### src/rtl/sdram_pkg.sv
// Shared SDRAM command encodings and arbiter state enumeration.
// Commands are {cs_n,ras_n,cas_n,we_n}.
package sdram_pkg;

   localparam logic [3:0] SD_NOP       = 4'b0111;
   localparam logic [3:0] SD_PRECHARGE = 4'b0010;
   localparam logic [3:0] SD_AREF      = 4'b0001;
   localparam logic [3:0] SD_ACTIVE    = 4'b0011;
   localparam logic [3:0] SD_WRITE     = 4'b0100;
   localparam logic [3:0] SD_READ      = 4'b0101;
   localparam logic [3:0] SD_MRS       = 4'b0000;

   typedef enum logic [2:0] {
      IDLE  = 3'd0,
      ARBIT = 3'd1,
      AREF  = 3'd2,
      WRITE = 3'd3,
      READ  = 3'd4
   } arb_state_t;

   localparam logic LG_WR = 1'b0;
   localparam logic LG_RD = 1'b1;

endpackage

### src/rtl/sdram_arbit.sv
// SDRAM bus arbiter: refresh has priority, write/read alternate on tie,
// and the owner keeps the command bus until it signals its end.
module sdram_arbit
   import sdram_pkg::*;
#(
   parameter logic [3:0] CMD_NOP = 4'b0111,
   parameter int         ADDR_W  = 13
) (
   input  logic              sclk,
   input  logic              s_rst_n,
   input  logic              init_done,
   input  logic [3:0]        init_cmd,
   input  logic [ADDR_W-1:0] init_addr,
   input  logic              ref_req,
   input  logic              ref_end,
   input  logic [3:0]        ref_cmd,
   input  logic [ADDR_W-1:0] ref_addr,
   input  logic              wr_req,
   input  logic              wr_end,
   input  logic [3:0]        wr_cmd,
   input  logic [ADDR_W-1:0] wr_addr,
   input  logic [1:0]        wr_bank,
   input  logic              rd_req,
   input  logic              rd_end,
   input  logic [3:0]        rd_cmd,
   input  logic [ADDR_W-1:0] rd_addr,
   input  logic [1:0]        rd_bank,
   output logic              ref_en,
   output logic              wr_en,
   output logic              rd_en,
   output logic [3:0]        sdram_cmd,
   output logic [ADDR_W-1:0] sdram_addr,
   output logic [1:0]        sdram_bank,
   output logic              busy
);

   arb_state_t state_q, state_d;
   logic       last_q, last_d;
   logic       ref_en_q, ref_en_d;
   logic       wr_en_q, wr_en_d;
   logic       rd_en_q, rd_en_d;

   always_ff @(posedge sclk or negedge s_rst_n) begin
      if (!s_rst_n) begin
         state_q  <= IDLE;
         last_q   <= LG_RD;
         ref_en_q <= 1'b0;
         wr_en_q  <= 1'b0;
         rd_en_q  <= 1'b0;
      end else begin
         state_q  <= state_d;
         last_q   <= last_d;
         ref_en_q <= ref_en_d;
         wr_en_q  <= wr_en_d;
         rd_en_q  <= rd_en_d;
      end
   end

   always_comb begin
      state_d = state_q;
      last_d  = last_q;
      case (state_q)
         IDLE:  if (init_done) state_d = ARBIT;
         ARBIT: begin
            if (ref_req) begin
               state_d = AREF;
            end else if (wr_req && rd_req) begin
               state_d = (last_q == LG_RD) ? WRITE : READ;
               last_d  = ~last_q;
            end else if (wr_req) begin
               state_d = WRITE;
               last_d  = LG_WR;
            end else if (rd_req) begin
               state_d = READ;
               last_d  = LG_RD;
            end
         end
         AREF:  if (ref_end) state_d = ARBIT;
         WRITE: if (wr_end)  state_d = ARBIT;
         READ:  if (rd_end)  state_d = ARBIT;
         default: state_d = IDLE;
      endcase
   end

   // Grants pulse only on the ARBIT -> owner transition.
   always_comb begin
      ref_en_d = (state_q == ARBIT) && (state_d == AREF);
      wr_en_d  = (state_q == ARBIT) && (state_d == WRITE);
      rd_en_d  = (state_q == ARBIT) && (state_d == READ);
   end

   always_comb begin
      sdram_cmd  = CMD_NOP;
      sdram_addr = '0;
      sdram_bank = 2'b00;
      case (state_q)
         IDLE: begin
            sdram_cmd  = init_cmd;
            sdram_addr = init_addr;
         end
         AREF: begin
            sdram_cmd  = ref_cmd;
            sdram_addr = ref_addr;
         end
         WRITE: begin
            sdram_cmd  = wr_cmd;
            sdram_addr = wr_addr;
            sdram_bank = wr_bank;
         end
         READ: begin
            sdram_cmd  = rd_cmd;
            sdram_addr = rd_addr;
            sdram_bank = rd_bank;
         end
         default: ;
      endcase
   end

   assign ref_en = ref_en_q;
   assign wr_en  = wr_en_q;
   assign rd_en  = rd_en_q;
   assign busy   = (state_q != ARBIT);

endmodule
### config.mk
export PLATFORM = sky130hd
export DESIGN_NAME = sdram_arbit
export DESIGN_NICKNAME = d
export VERILOG_FILES = /design/src/rtl/sdram_pkg.sv /design/src/rtl/sdram_arbit.sv
export SDC_FILE = /design/constraint.sdc
export NUM_CORES = 1
export LEC_CHECK = 0
export CORE_UTILIZATION = 28
export DETAILED_ROUTE_END_ITERATION = 16
export MAX_ROUTING_LAYER = met4
export PLACE_DENSITY_LB_ADDON = 0.15
export SYNTH_ARGS = -nofsm -noshare
export SYNTH_HDL_FRONTEND = slang
export SYNTH_SLANG_ARGS = --single-unit
### constraint.sdc
create_clock -name sclk -period 2.04 [get_ports sclk]
set_input_delay 0.51 -clock sclk [delete_from_list [all_inputs] [get_ports sclk]]
set_output_delay 0.51 -clock sclk [all_outputs]
set_load 0.02 [all_outputs]
### Yosys cells after proc, flatten, opt, wreduce, memory -nomap -nowiden

Cells that the tools add are included.

| operators by class | value |
|---|---|
| reduce and logical (&&, ||, !) cells | 7 |
| multiplexer cells | 16 |
| equal/unequal tests | 8 |
| bitwise gates (word level) | 2 |

Operators by type and width:

| operator | number |
|---|---|
| $pmux W13 S4 | 1 |
| $mux W3 | 9 |
| $pmux W4 S4 | 1 |
| $pmux W3 S5 | 1 |
| $eq A3 B2 Y1 const B | 4 |
| $eq A3 B3 Y1 const B | 2 |
| $logic_and A1 B1 Y1 | 4 |
| $pmux W2 S2 | 1 |
| $eq A3 B1 Y1 const B | 1 |
| $logic_not A3 Y1 | 1 |
| $mux W1 | 3 |
| $ne A3 B1 Y1 const B | 1 |
| $reduce_and A3 Y1 | 1 |
| $reduce_bool A3 Y1 | 1 |
| $not A1 Y1 | 2 |

| storage, ports and cells | value |
|---|---|
| output and inout bits | 23 |
| flip-flop bits (word level) | 7 |
| logic and storage cells | 38 |
| input bits | 81 |

### Logic depth before layout (Yosys ltp)

Gate-level depths: netlist of run 1.

| depth | value |
|---|---|
| depth after elaboration | 7 |
| mapped depth | 6 |
| depth with buffers taken out | 3 |

### Worst setup path before layout of run 1

Ideal clock, no wire load.

| timing | value |
|---|---|
| path type | register to output |
| start | register state_q[1] |
| end | output port sdram_addr[10] |
| stages on the path, launching flop included | 6 |
| path buffers | 2 |
| data required time | 1.530 ns |
| data arrival time | 1.361 ns |
| setup slack | 0.169 ns |
| cell sequence | dfrtp_1 buf_6 buf_4 mux2i_1 a2bb2oi_1 o21ai_0 |

| between the ends | value |
|---|---|
| word-level cells in the longest chain between the ends | 2 |
| elaborated cells between the ends (all ways) | 5 |
| classes of those cells | eq/ne (3); mux (1); reduce/logical (1) |

Ends and longest elaborated chain:

| item | line | RTL |
|---|---|---|
| start: declaration | sdram_arbit.sv:37 | `arb_state_t state_q, state_d;` |
| start signal: assignment | sdram_arbit.sv:51 | `state_q <= state_d;` |
| $eq A3 B3 Y1 (tied with other cells) | sdram_arbit.sv:96 | `case (state_q)` |
| $pmux W13 S4 (*) | sdram_arbit.sv:96 |  |
| end: declaration | sdram_arbit.sv:32 | `output logic [ADDR_W-1:0] sdram_addr,` |

Mark *: on every way between the ends. The rest lies on a longest branch, timed or not.

### Worst setup path in the final report of run 1

| timing | value |
|---|---|
| start | register state_q[1] |
| end | output port sdram_addr[11] |

The elaborated chain is that of the path after synthesis.

==> reports/results.ini, run 1 <==
[route]
drcViolationCount=0
drt_wl_total_um=4040
routedWlPerCell_um=14.9
drtPass1Iterations=4
drt-vias-per-instance=4.97
postRouteAntennaNets=0
drt_iter0_drc=103
vias=1347

[worst_setup_path]
critPathLaunchType=flop
crit_buf_inv=3
path_depth=6
cp.required_ps=1530
r2r-end=last_q
reg2reg_depth=5
crit_family=flip-flops
cpMaxStageDelayCell=dfrtp_2
crit_path_frequent_cell=buf_6
cp.arrival_ps=1640
crit_path_max_incr_delay_ps=460
crit_type=flop to primary output
path_max_fanout=6
crit_path_cell_trace=buf_6 -> buf_6 -> mux2i_1 -> a2bb2oi_1 -> o21ai_1 -> buf_4
end_kind=primary output
reg2reg_slack_ps=530
timing.rr.start=state_q[2]

[final_layout]
fillers=294
final_common_cell=clkdlybuf4s50_1
final_cell_mix=clkdlybuf4s50_1, buf_4, nand2_1, mux2i_1, a2bb2oi_1
area_growth_pct=119
nNetsFinal=309
layoutNonFillerInstCount=271
n_antenna_cell=0
drive_gt1_share_pct=21.6

[yosys]
yosys_warnings=0
ys_ff_latch=7
synth_edf_count=0
ys_types=28
synthCells=114
syn_area_um2=938
ys_seq_area_share_pct=18.8
syn_nets=195
avgSynthCellArea_um2=8.23
ys_dominant_reg_cell=dfrtp_1
ys_async_sr_fraction_pct=100

[sta]
setup-violations-final=9
rsz0062_at_grt=true
hold_viol_final=0
max_slew.worst_pin.slew_ps=317
fin_crit_sh_pct=105
slew_headroom_pct=78.7
finalSetupTns_ps=-275
finalCriticalPeriod_ps=2150
whs_ps=515
fmax_ghz=0.465
worst_slack_ps=-109
drv_slew=0
clock_skew_ps=5.62

[flow_run]
cap_viol_max_count=0

[global_route]
grt_max_degree=16
gr-total-overflow=0
antenna_found_initial=0
grtUsageTotal_pct=22.0
grt_pass1_wl_um=5790
grt_pass1_vias=1271

[die]
io_pins=104
die_x_um=59.9
die_h_um=59.9
placementRows=20
dieArea_um2=3590
core-area_um2=3130
start_util_pct=30.0

[clocking]
holdBufCountCts=0
clk_latency_ps=250
cts-root-buf=clkbuf_4
cts_tree=built
clock-sinks=7
clk_pin_slew_ps=60
cts_max_level=1
clock_path_buffers=2
cts-buffers-inserted=3

[placed_design]
place_inst=264
io_buffer_count=103
hpwl_um=3180
globalplace.congestion=0.766

[hold_path]
hold_class=input port to asynchronous set/reset pin

[power]
total_power_mw=2.03
leakagePower_nw=0.909
peakVddDrop_mv=0.541
powerDensity_nw_per_um2=986

[status]
violations=setup timing
status=finished with violations

[worst max path at each step]
stage,endpoint,startpoint
floorplan,sdram_addr[10],state_q[1]
global placement,sdram_cmd[0],ref_cmd[0]
detailed placement,sdram_cmd[2],ref_cmd[2]
CTS,sdram_addr[11],state_q[1]
global route,sdram_addr[11],state_q[1]
finish,sdram_addr[11],state_q[1]
[metal layers]
| metal | GRT usage, % | wire length, µm |
|---|---|---|
| met1 | 22.4 | 1490 |
| met2 | 42.5 | 2200 |
| met3 | 2.38 | 280 |
| met4 | 7.97 | 68 |
| met5 | - | 0 |
[what timing repair did]
action,in CTS,in global routing
hold endpoints to repair,0,0
setup endpoints to repair,20,19
buffers inserted,2,1
resized for setup,97,15
pin swaps,3,7
[Yosys cell counts (3+ instances only)]
master,n,area [µm²]
a22oi_1,3,22.5
nor2b_1,3,18.8
dfrtp_1,6,150
buf_2,3,15.0
nand2_1,17,63.8
a21oi_1,3,15.0
o21ai_0,15,75.1
a2bb2oi_1,14,123
mux2i_1,18,180
and3_1,3,18.8
a211oi_1,3,22.5
buf_4,5,37.5
[layout make-up]
type	count	area [µm²]	area share, %
Inverter	1	3.75	0.182
Multi-Input combinational cell	94	693	33.7
Sequential cell	7	178	8.63
Clock buffer	4	26.3	1.28
Tap cell	44	55.1	2.67
Timing Repair Buffer	121	1100	53.6
[metrics by stage]
stage | instance area (µm²) | utilization [%] | worst slack (ps)
global placement | 2050 | 65.7 | -422
global route | 2060 | 65.8 | -203
CTS | 2010 | 64.4 | -42.7
detailed placement | 2050 | 65.7 | -469
floorplan | 938 | - | 169
finish | 2060 | 65.8 | -109
[where the power goes]
part	switching (mW)	total [mW]	leakage, nW	internal, mW
registers	0.0432	0.235	0.0888	0.192
clock network	0.0507	0.125	0.0150	0.0746
logic	0.857	1.67	0.806	0.811
[state kept, by name (all words and copies together), names as in the netlist]
signal and count:
state_q 3, wr_en 1, ref_en 1, last_q 1
rd_en 1
[logic make-up (layout without fill, tap and decap cells)]
kind of cell           after synthesis  after routing  share of synthesized area (%)
AND/OR/NAND/NOR                     32             32                           20.4
AO/OA/AOI/OAI                       44             44                           32.4
flip-flops                           7              7                           18.8
multiplexers                        18             18                           19.2
buffers and inverters               13            126                           9.20
Note: power is estimated with default switching activity, not from simulation.
==> run 2, diff against run 1 <==
--- a/config.mk
+++ b/config.mk
@@ -9,6 +9,7 @@
 export DETAILED_ROUTE_END_ITERATION = 16
 export MAX_ROUTING_LAYER = met4
 export PLACE_DENSITY_LB_ADDON = 0.15
+export SLEW_MARGIN = 25
 export SYNTH_ARGS = -nofsm -noshare
 export SYNTH_HDL_FRONTEND = slang
 export SYNTH_SLANG_ARGS = --single-unit
==> results of run 2 <==
Final layout, timing and power as in run 1 (identical DEF).
